File: src/rtl/channel_scanner.sv
// channel_scanner: sweeps a 3-bit channel select over the channels enabled
// in a latched mask. Each enabled channel is held for DWELL cycles. Scans run
// as a single pass or continuously. Every output is a flop.
// Optional feature: define CHANNEL_SCANNER_HOLD_EN to add the 'hold' input,
// which freezes the dwell counter and the channel select.
module channel_scanner #(
   parameter int DWELL = 4
) (
   input  logic       clk,
   input  logic       rst_n,
   input  logic       start,
   input  logic       stop,
   input  logic [7:0] mask,
   input  logic       single,
`ifdef CHANNEL_SCANNER_HOLD_EN
   input  logic       hold,
`endif
   output logic [2:0] sel,
   output logic       sel_valid,
   output logic       busy,
   output logic       ch_done,
   output logic       pass_done
);

   localparam int CW = (DWELL > 1) ? $clog2(DWELL) : 1;
   localparam logic [CW-1:0] RELOAD = CW'(DWELL - 1);

   typedef enum logic {IDLE = 1'b0, SCAN = 1'b1} state_t;

   state_t        state_q, state_d;
   logic [7:0]    mask_q, mask_d;
   logic          single_q, single_d;
   logic [2:0]    sel_q, sel_d;
   logic          sel_valid_q, sel_valid_d;
   logic          busy_q, busy_d;
   logic          ch_done_q, ch_done_d;
   logic          pass_done_q, pass_done_d;
   logic [CW-1:0] cnt_q, cnt_d;
   logic          held;

   // Index of the lowest set bit (0 when the mask is empty).
   function automatic logic [2:0] lo_set(input logic [7:0] m);
      logic [2:0] r;
      r = 3'd0;
      for (int i = 7; i >= 0; i--)
         if (m[i]) r = 3'(i);
      return r;
   endfunction

   // Index of the highest set bit: this channel ends a pass.
   function automatic logic [2:0] hi_set(input logic [7:0] m);
      logic [2:0] r;
      r = 3'd0;
      for (int i = 0; i < 8; i++)
         if (m[i]) r = 3'(i);
      return r;
   endfunction

   // Next set bit strictly above cur, searching circularly. If cur is the only
   // set bit, the search lands on cur itself after a full wrap.
   function automatic logic [2:0] next_set(input logic [7:0] m, input logic [2:0] cur);
      logic [2:0] r;
      logic [2:0] idx;
      r = cur;
      for (int i = 8; i >= 1; i--) begin
         idx = cur + 3'(i);
         if (m[idx]) r = idx;
      end
      return r;
   endfunction

`ifdef CHANNEL_SCANNER_HOLD_EN
   assign held = hold;
`else
   assign held = 1'b0;
`endif

   // Next-state and next-output logic. The pulse outputs are computed from the
   // next counter value, so that a pulse lines up with the cycle in which the
   // counter reads 0.
   always_comb begin
      state_d     = state_q;
      mask_d      = mask_q;
      single_d    = single_q;
      sel_d       = sel_q;
      sel_valid_d = sel_valid_q;
      busy_d      = busy_q;
      cnt_d       = cnt_q;
      ch_done_d   = 1'b0;
      pass_done_d = 1'b0;

      unique case (state_q)
         IDLE: begin
            if (start && !stop && (mask != 8'd0)) begin
               state_d     = SCAN;
               mask_d      = mask;
               single_d    = single;
               sel_d       = lo_set(mask);
               sel_valid_d = 1'b1;
               busy_d      = 1'b1;
               cnt_d       = RELOAD;
            end
         end
         SCAN: begin
            if (stop) begin
               // Abort. Return to the reset values, with no pulse for the
               // aborted channel.
               state_d     = IDLE;
               mask_d      = 8'd0;
               single_d    = 1'b0;
               sel_d       = 3'd0;
               sel_valid_d = 1'b0;
               busy_d      = 1'b0;
               cnt_d       = '0;
            end else if (held) begin
               // The counter and sel keep their values. The pulses stay low.
            end else if (cnt_q == '0) begin
               if (single_q && (sel_q == hi_set(mask_q))) begin
                  state_d     = IDLE;
                  sel_d       = 3'd0;
                  sel_valid_d = 1'b0;
                  busy_d      = 1'b0;
                  cnt_d       = '0;
               end else begin
                  sel_d = next_set(mask_q, sel_q);
                  cnt_d = RELOAD;
               end
            end else begin
               cnt_d = cnt_q - 1'b1;
            end
         end
         default: state_d = IDLE;
      endcase

      if ((state_d == SCAN) && !stop && !held && (cnt_d == '0)) begin
         ch_done_d   = 1'b1;
         pass_done_d = (sel_d == hi_set(mask_d));
      end
   end

   // State and output registers, with an asynchronous active-low reset.
   always_ff @(posedge clk or negedge rst_n) begin
      if (!rst_n) begin
         state_q     <= IDLE;
         mask_q      <= 8'd0;
         single_q    <= 1'b0;
         sel_q       <= 3'd0;
         sel_valid_q <= 1'b0;
         busy_q      <= 1'b0;
         ch_done_q   <= 1'b0;
         pass_done_q <= 1'b0;
         cnt_q       <= '0;
      end else begin
         state_q     <= state_d;
         mask_q      <= mask_d;
         single_q    <= single_d;
         sel_q       <= sel_d;
         sel_valid_q <= sel_valid_d;
         busy_q      <= busy_d;
         ch_done_q   <= ch_done_d;
         pass_done_q <= pass_done_d;
         cnt_q       <= cnt_d;
      end
   end

   assign sel       = sel_q;
   assign sel_valid = sel_valid_q;
   assign busy      = busy_q;
   assign ch_done   = ch_done_q;
   assign pass_done = pass_done_q;

endmodule

File: config.mk
export PLATFORM = sky130hd
export DESIGN_NAME = channel_scanner
export DESIGN_NICKNAME = d
export VERILOG_FILES = /design/src/rtl/channel_scanner.sv
export SDC_FILE = /design/constraint.sdc
export NUM_CORES = 1
export LEC_CHECK = 0
export CAP_MARGIN = 20
export CORE_UTILIZATION = 50
export CTS_BUF_LIST = sky130_fd_sc_hd__clkbuf_16
export DETAILED_ROUTE_END_ITERATION = 10
export PLACE_DENSITY = 0.72
export SLEW_MARGIN = 20
export SYNTH_ARGS = -nofsm -noshare
export SYNTH_HDL_FRONTEND = slang
export SYNTH_SLANG_ARGS = --single-unit
File: constraint.sdc
create_clock -name clk -period 4.9 [get_ports clk]
set_input_delay 1.47 -clock clk [delete_from_list [all_inputs] [get_ports clk]]
set_output_delay 1.47 -clock clk [all_outputs]
set_load 0.01 [all_outputs]
==> results of run 1 <==
==> worst reg2reg max path, stage by stage (launching register included) <==
cell	delay, ns
dfrtp_1	0.56
inv_1	0.29
ha_1	0.36
xnor2_1	0.63
mux4_2	0.41
mux2i_1	0.25
nand3_1	0.10
and4_1	0.21
o41a_2	0.52
inv_2	0.08
or4b_1	0.10
o31ai_1	0.06
o211a_1	0.23
==> metrics by stage <==
step | worst slack (ns) | std cells
after floorplan | 1.36 | 209
after global placement | 0.715 | 262
after detailed placement | 0.621 | 262
after CTS | 0.844 | 265
after global routing | 0.624 | 265
final | 0.829 | 265
==> cell usage in the layout (no fill, tap or decap), types with 4 or more instances in the layout <==
master           Yosys  routed
a221oi_1             4       4
o22ai_1              4       4
mux2i_1              9       9
a22o_1               9       9
nand3_1              5       5
mux4_2               8       8
o21ai_0              6       6
nand2_1              5       5
o31ai_1              6       6
clkdlybuf4s50_1      0      19
nor4_1               4       4
a21oi_1             11      11
buf_4                2       4
nand2b_1             5       5
mux2_2               6       6
inv_1               13      13
dfrtp_1             18      18
nor2_1              21      21
==> state kept, by name (all words and copies together), names as in the netlist <==
register   count
single_q       1
busy           1
cnt_q          2
mask_q         8
state_q        1
sel            3
ch_done        1
pass_done      1
==> cell families after synthesis <==
logic type / after synthesis / synth area share, %
buf+inv: 30 / 7.72
mux: 23 / 18.1
flops: 18 / 24.2
fa+ha+maj: 2 / 1.34
compound gates: 70 / 28.3
xor+xnor: 6 / 2.82
simple gates: 60 / 17.5
==> final cells by class <==
type | count | area [sq um]
Multi-Input combinational cell | 161 | 1270
Timing Repair Buffer | 23 | 220
Sequential cell | 18 | 450
Clock buffer | 3 | 75.1
Inverter | 14 | 52.6
Tap cell | 46 | 57.6
Fill cell | 316 | 1320
==> power breakdown <==
part	internal, mW	switching (mW)	leakage (nW)
Clock	0.107	0.0508	0.0370
Sequential	0.178	0.0490	0.229
Combinational	0.365	0.444	0.614
==> worst paths after layout <==
path / start / endpoint / slack (ns) / cells after the start
max: mask[5] / pass_done / 0.83 / 8
max in group asynchronous: rst_n / mask_q[7] / 2.67 / 1
min: single_q / single_q / 0.52 / 1
min reg2reg: single_q / single_q / 0.52 / 1
min in group asynchronous: rst_n / mask_q[4] / 1.71 / 1
max reg2reg: sel[1] / pass_done / 0.99 / 12
==> layer usage <==
metal | vias up | GRT usage [%] | part of all wire, %
met2 | 70 | 45.3 | 49
li1 | 830 | - | -
met5 | - | 0 | 0
met4 | 0 | 11.6 | 3.6
met3 | 15 | 2.72 | 6.1
met1 | 848 | 36.1 | 42
==> flow_summary.toml, run 1 <==
[cells_and_area]
n_antenna_cell = 0
final_area_sq_um = 2130
final_util_pct = 61.8
synthToLayoutAreaGrowth_pct = 14.0
nets = 236
drive_above_1_share_pct = 13.7

[timing]
hold_ws_ns = 0.517
hold_violations = 0
period_needed_ns = 4.07
rsz0062_at_grt = "false"
max_slew_margin_pct = 43.9
finalCritPeriodShare_pct = 83.1
final_max_slew_viol_count = 0
setup_viol = 0
worst_slew_pin_slew_ns = 0.839
clock.fmax_mhz = 246
clock_skew_ns = 0.000470
fin_setup_tns_ns = 0

[route]
ant_nets = 0
drt-pass1-iter-count = 4
post_drt_wl_per_cell_microns = 19.0
wl_mm = 5.04
routed_via_density = 6.65
drc = 0
vias = 1763
drt_iter0_markers = 180

[logic_synthesis]
netlist_area_sq_um = 1860
synthFlopType = "dfrtp_1"
syn_nets = 224
synth_most_common_cell = "nor2_1"
synth-seq-cells = 18
synthArstFlopShare_pct = 100
postSynthCellCount = 209
ys_seq_area_share_pct = 24.2
synth_cell_types = 58
yosys_warnings = 0
yosys-top-cells-count = "21 x nor2_1, 18 x dfrtp_1, 13 x inv_1"
syn_avg_cell_area_sq_um = 8.92
yosys.area.top_type = "dfrtp_1"
ys_top_cells_by_area = "dfrtp_1 24%, mux4_2 9.7%, mux2i_1 4.8%"
synth_top_cell_area_share_pct = 24.2
synth_edf_count = 0

[grt]
first_global_vias = 1697
antenna_found_initial = 0
grt_max_degree = 22
grt_pass1_wl_mm = 8.46
track_usage_pct = 27.4
grt_overflow = 0

[power]
powerDensity_nw_per_um2 = 562
p_total_mw = 1.19
p_leak_nw = 0.880
max-vdd-ir-drop_mv = 0.290

[cts]
cts_tree = "yes"
clock_sinks = 18
cts_hold_buffers = 0
cts_resized = 0
clk_pin_slew_worst_paths_ns = 0.05
cts_buffers = 3
postCtsSetupRepairBufs = 0
h-tree-depth = 1
clock-root-buffer = "clkbuf_16"
clk_latency_ns = 0.24
clk_path_buf_depth = 2

[die]
core_sq_um = 3440
die_w_microns = 63.1
dieArea_sq_um = 3980
rows = 21
io_pins = 20
start_util_pct = 54.2
die_h_microns = 63.1

[worst_setup_path]
slowest_delay_ns = 0.66
path_max_fanout = 13
critPathTopFamily = "compound AO/OA/AOI/OAI gates"
cp_slowest_cell = "a2111oi_0"
critical_path_buf_inv_count = 2
cp-end-kind = "flop"
setup.worst_path.class = "in -> reg"
start_kind = "input pin"
crit_arrival_ns = 4.25
path_cells = "clkdlybuf4s50_1 > nor4_1 > a211oi_1 > buf_4 > a22o_1 > a2111oi_0 > xor2_1 > o211a_1"
required_ns = 5.08

[placement]
gp_congestion = 0.920
numPortBuffers = 19
place_area_sq_um = 2050
hpwl_mm = 3.76

[status]
outcome = "complete, no violations"

[flow_run]
cap_violations = 0

[min_path]
hold_path_class = "reg -> reg"
No activity file was read; power rests on OpenSTA's default activity.
==> inputs of run 2 (changes only) <==
--- a/config.mk
+++ b/config.mk
@@ -9,7 +9,7 @@
 export CORE_UTILIZATION = 50
 export CTS_BUF_LIST = sky130_fd_sc_hd__clkbuf_16
 export DETAILED_ROUTE_END_ITERATION = 10
-export PLACE_DENSITY = 0.72
+export PLACE_DENSITY = 0.75
 export SLEW_MARGIN = 20
 export SYNTH_ARGS = -nofsm -noshare
 export SYNTH_HDL_FRONTEND = slang
==> constraint.sdc (replaced) <==
create_clock -name clk -period 3.6 [get_ports clk]
set_input_delay 1.08 -clock clk [delete_from_list [all_inputs] [get_ports clk]]
set_output_delay 1.08 -clock clk [all_outputs]
set_load 0.01 [all_outputs]
==> flow_summary.toml, run 2 (synthesis results as in run 1) <==
[placement]
hpwl_mm = 4.10
place_inst = 282
numPortBuffers = 19
gp_congestion = 0.915

[route]
drt_iter0_markers = 183
post_drt_wl_per_cell_microns = 18.6
drt-pass1-iter-count = 4
routed_via_density = 6.59
ant_nets = 0
drc = 0
vias = 1879
wl_mm = 5.29

[grt]
first_global_vias = 1953
grt_util_met2_pct = 48.7
grt_overflow = 0
antenna_found_initial = 0
busiest_layer = "met2"
track_usage_pct = 29.7
grt.met1_usage_pct = 37.3
met3_usage_pct = 3.08
grt_pass1_wl_mm = 9.23
grt_max_degree = 21

[cts]
clk_path_buf_depth = 2
clk_pin_slew_worst_paths_ns = 0.05
h-tree-depth = 1
clock-root-buffer = "clkbuf_16"
cts_buffers = 3
clock_sinks = 18
clk_latency_ns = 0.25
cts_tree = "yes"

[timing]
hold_violations = 0
max_slew_margin_pct = 44.5
final_max_slew_viol_count = 0
rsz0062_at_grt = "false"
worst_slew_pin_slew_ns = 0.829
fin_setup_tns_ns = 0
clock.fmax_mhz = 297
finalCritPeriodShare_pct = 93.5
clock_skew_ns = 0.00214
period_needed_ns = 3.36
setup_viol = 0

[power]
max-vdd-ir-drop_mv = 0.322
p_sw_uw = 754
p_comb_share_pct = 69.0
p_total_mw = 1.71
power_frac_seq_pct = 18.3
p_sw_share_pct = 44.1
powerDensity_nw_per_um2 = 745
p_int_uw = 956
p_leak_nw = 0.982
pwr-share-clk_pct = 12.7

[cells_and_area]
nets = 256
drive_above_1_share_pct = 21.3
final_common_cell = "buf_4"
multiInputGateArea_sq_um = 1280
mostFrequentLayoutCells = "23 x buf_4, 21 x nor2_1, 19 x clkdlybuf4s50_1"
synthToLayoutAreaGrowth_pct = 23.1
fillerInstances = 293
n_antenna_cell = 0
largest-register = "mask_q"
finalNonFillerCells = 285
largest_reg_flops = 8
regArea_sq_um = 450

[flow_run]
cap_violations = 0

[worst_setup_path]
crit_arrival_ns = 3.55
cp-end-kind = "flop"
setup.worst_path.class = "in -> reg"
slowest_delay_ns = 0.46
cp_slowest_cell = "or4b_1"
worst-path-stages = 9
required_ns = 3.79
critical_path_buf_inv_count = 2
r2r_cells = 12
path_max_fanout = 14
start_kind = "input pin"
critPathTopFamily = "simple AND/OR/NAND/NOR gates"
path_cells = "clkdlybuf4s50_1 > nor4_1 > a211oi_1 > buf_4 > a22o_1 > nor2_1 > or4b_1 > o31ai_1 > o211a_1"

[die]
start_util_pct = 54.2
die_h_microns = 63.1
dieArea_sq_um = 3980
core_sq_um = 3440
rows = 21
die_w_microns = 63.1
io_pins = 20

[min_path]
hold_path_class = "reg -> reg"
whs_path_depth = 1

[status]
outcome = "complete, no violations"
==> run 2: worst paths after layout <==
path                       startpoint        end  slack, ns
setup / recovery              mask[5]  pass_done       0.24
hold / removal               cnt_q[0]   cnt_q[0]       0.52
setup reg to reg               sel[0]  pass_done       0.38
hold reg to reg              cnt_q[0]   cnt_q[0]       0.52
max in group asynchronous       rst_n     sel[2]       1.77
min in group asynchronous       rst_n  mask_q[6]       1.31
==> run 2: per-stage QoR <==
stage | area, sq um | util, % | setup WS (ns) | hold slack, ns
2_1_floorplan | 1860 | - | 0.101 | 0.459
6_report | 2290 | 66.7 | 0.235 | 0.524
5_1_grt | 2290 | 66.7 | 0.0623 | 0.553
3_3_place_gp | 2210 | 64.3 | -0.190 | 0.496
4_1_cts | 2290 | 66.5 | 0.125 | 0.522
3_5_place_dp | 2210 | 64.3 | -0.192 | 0.509
==> run 2: power groups by stage <==
stage / Combinational, mW / Clock (mW) / Sequential (mW)
3_5_place_dp: 1.16 / 0 / 0.314
5_1_grt: 1.28 / 0.228 / 0.321
3_3_place_gp: 1.15 / 0 / 0.310
4_1_cts: 1.17 / 0.219 / 0.311
6_report: 1.18 / 0.217 / 0.313
2_1_floorplan: 0.858 / 0 / 0.288
==> run 2: final cells by class <==
cell class / instances / share of cell area (%)
tap: 46 / 2.51
timing repair buffer: 43 / 16.7
clock buffer: 3 / 3.27
multi-input combinational: 161 / 55.6
sequential: 18 / 19.6
inverter: 14 / 2.29
==> run 2: layer usage <==
layer,wire [microns],vias up
met2,2600,91
li1,-,876
met1,2180,890
met4,212,0
met3,300,22
met5,0,-
==> run 2: timing repair <==
item / in CTS / in global routing
pin swaps: 0 / 0
hold endpoints to repair: 0 / 0
hold buffers: 0 / 0
gates resized for setup: 1 / 1
setup buffers: 0 / 0
endpoints found under the setup margin: 1 / 1
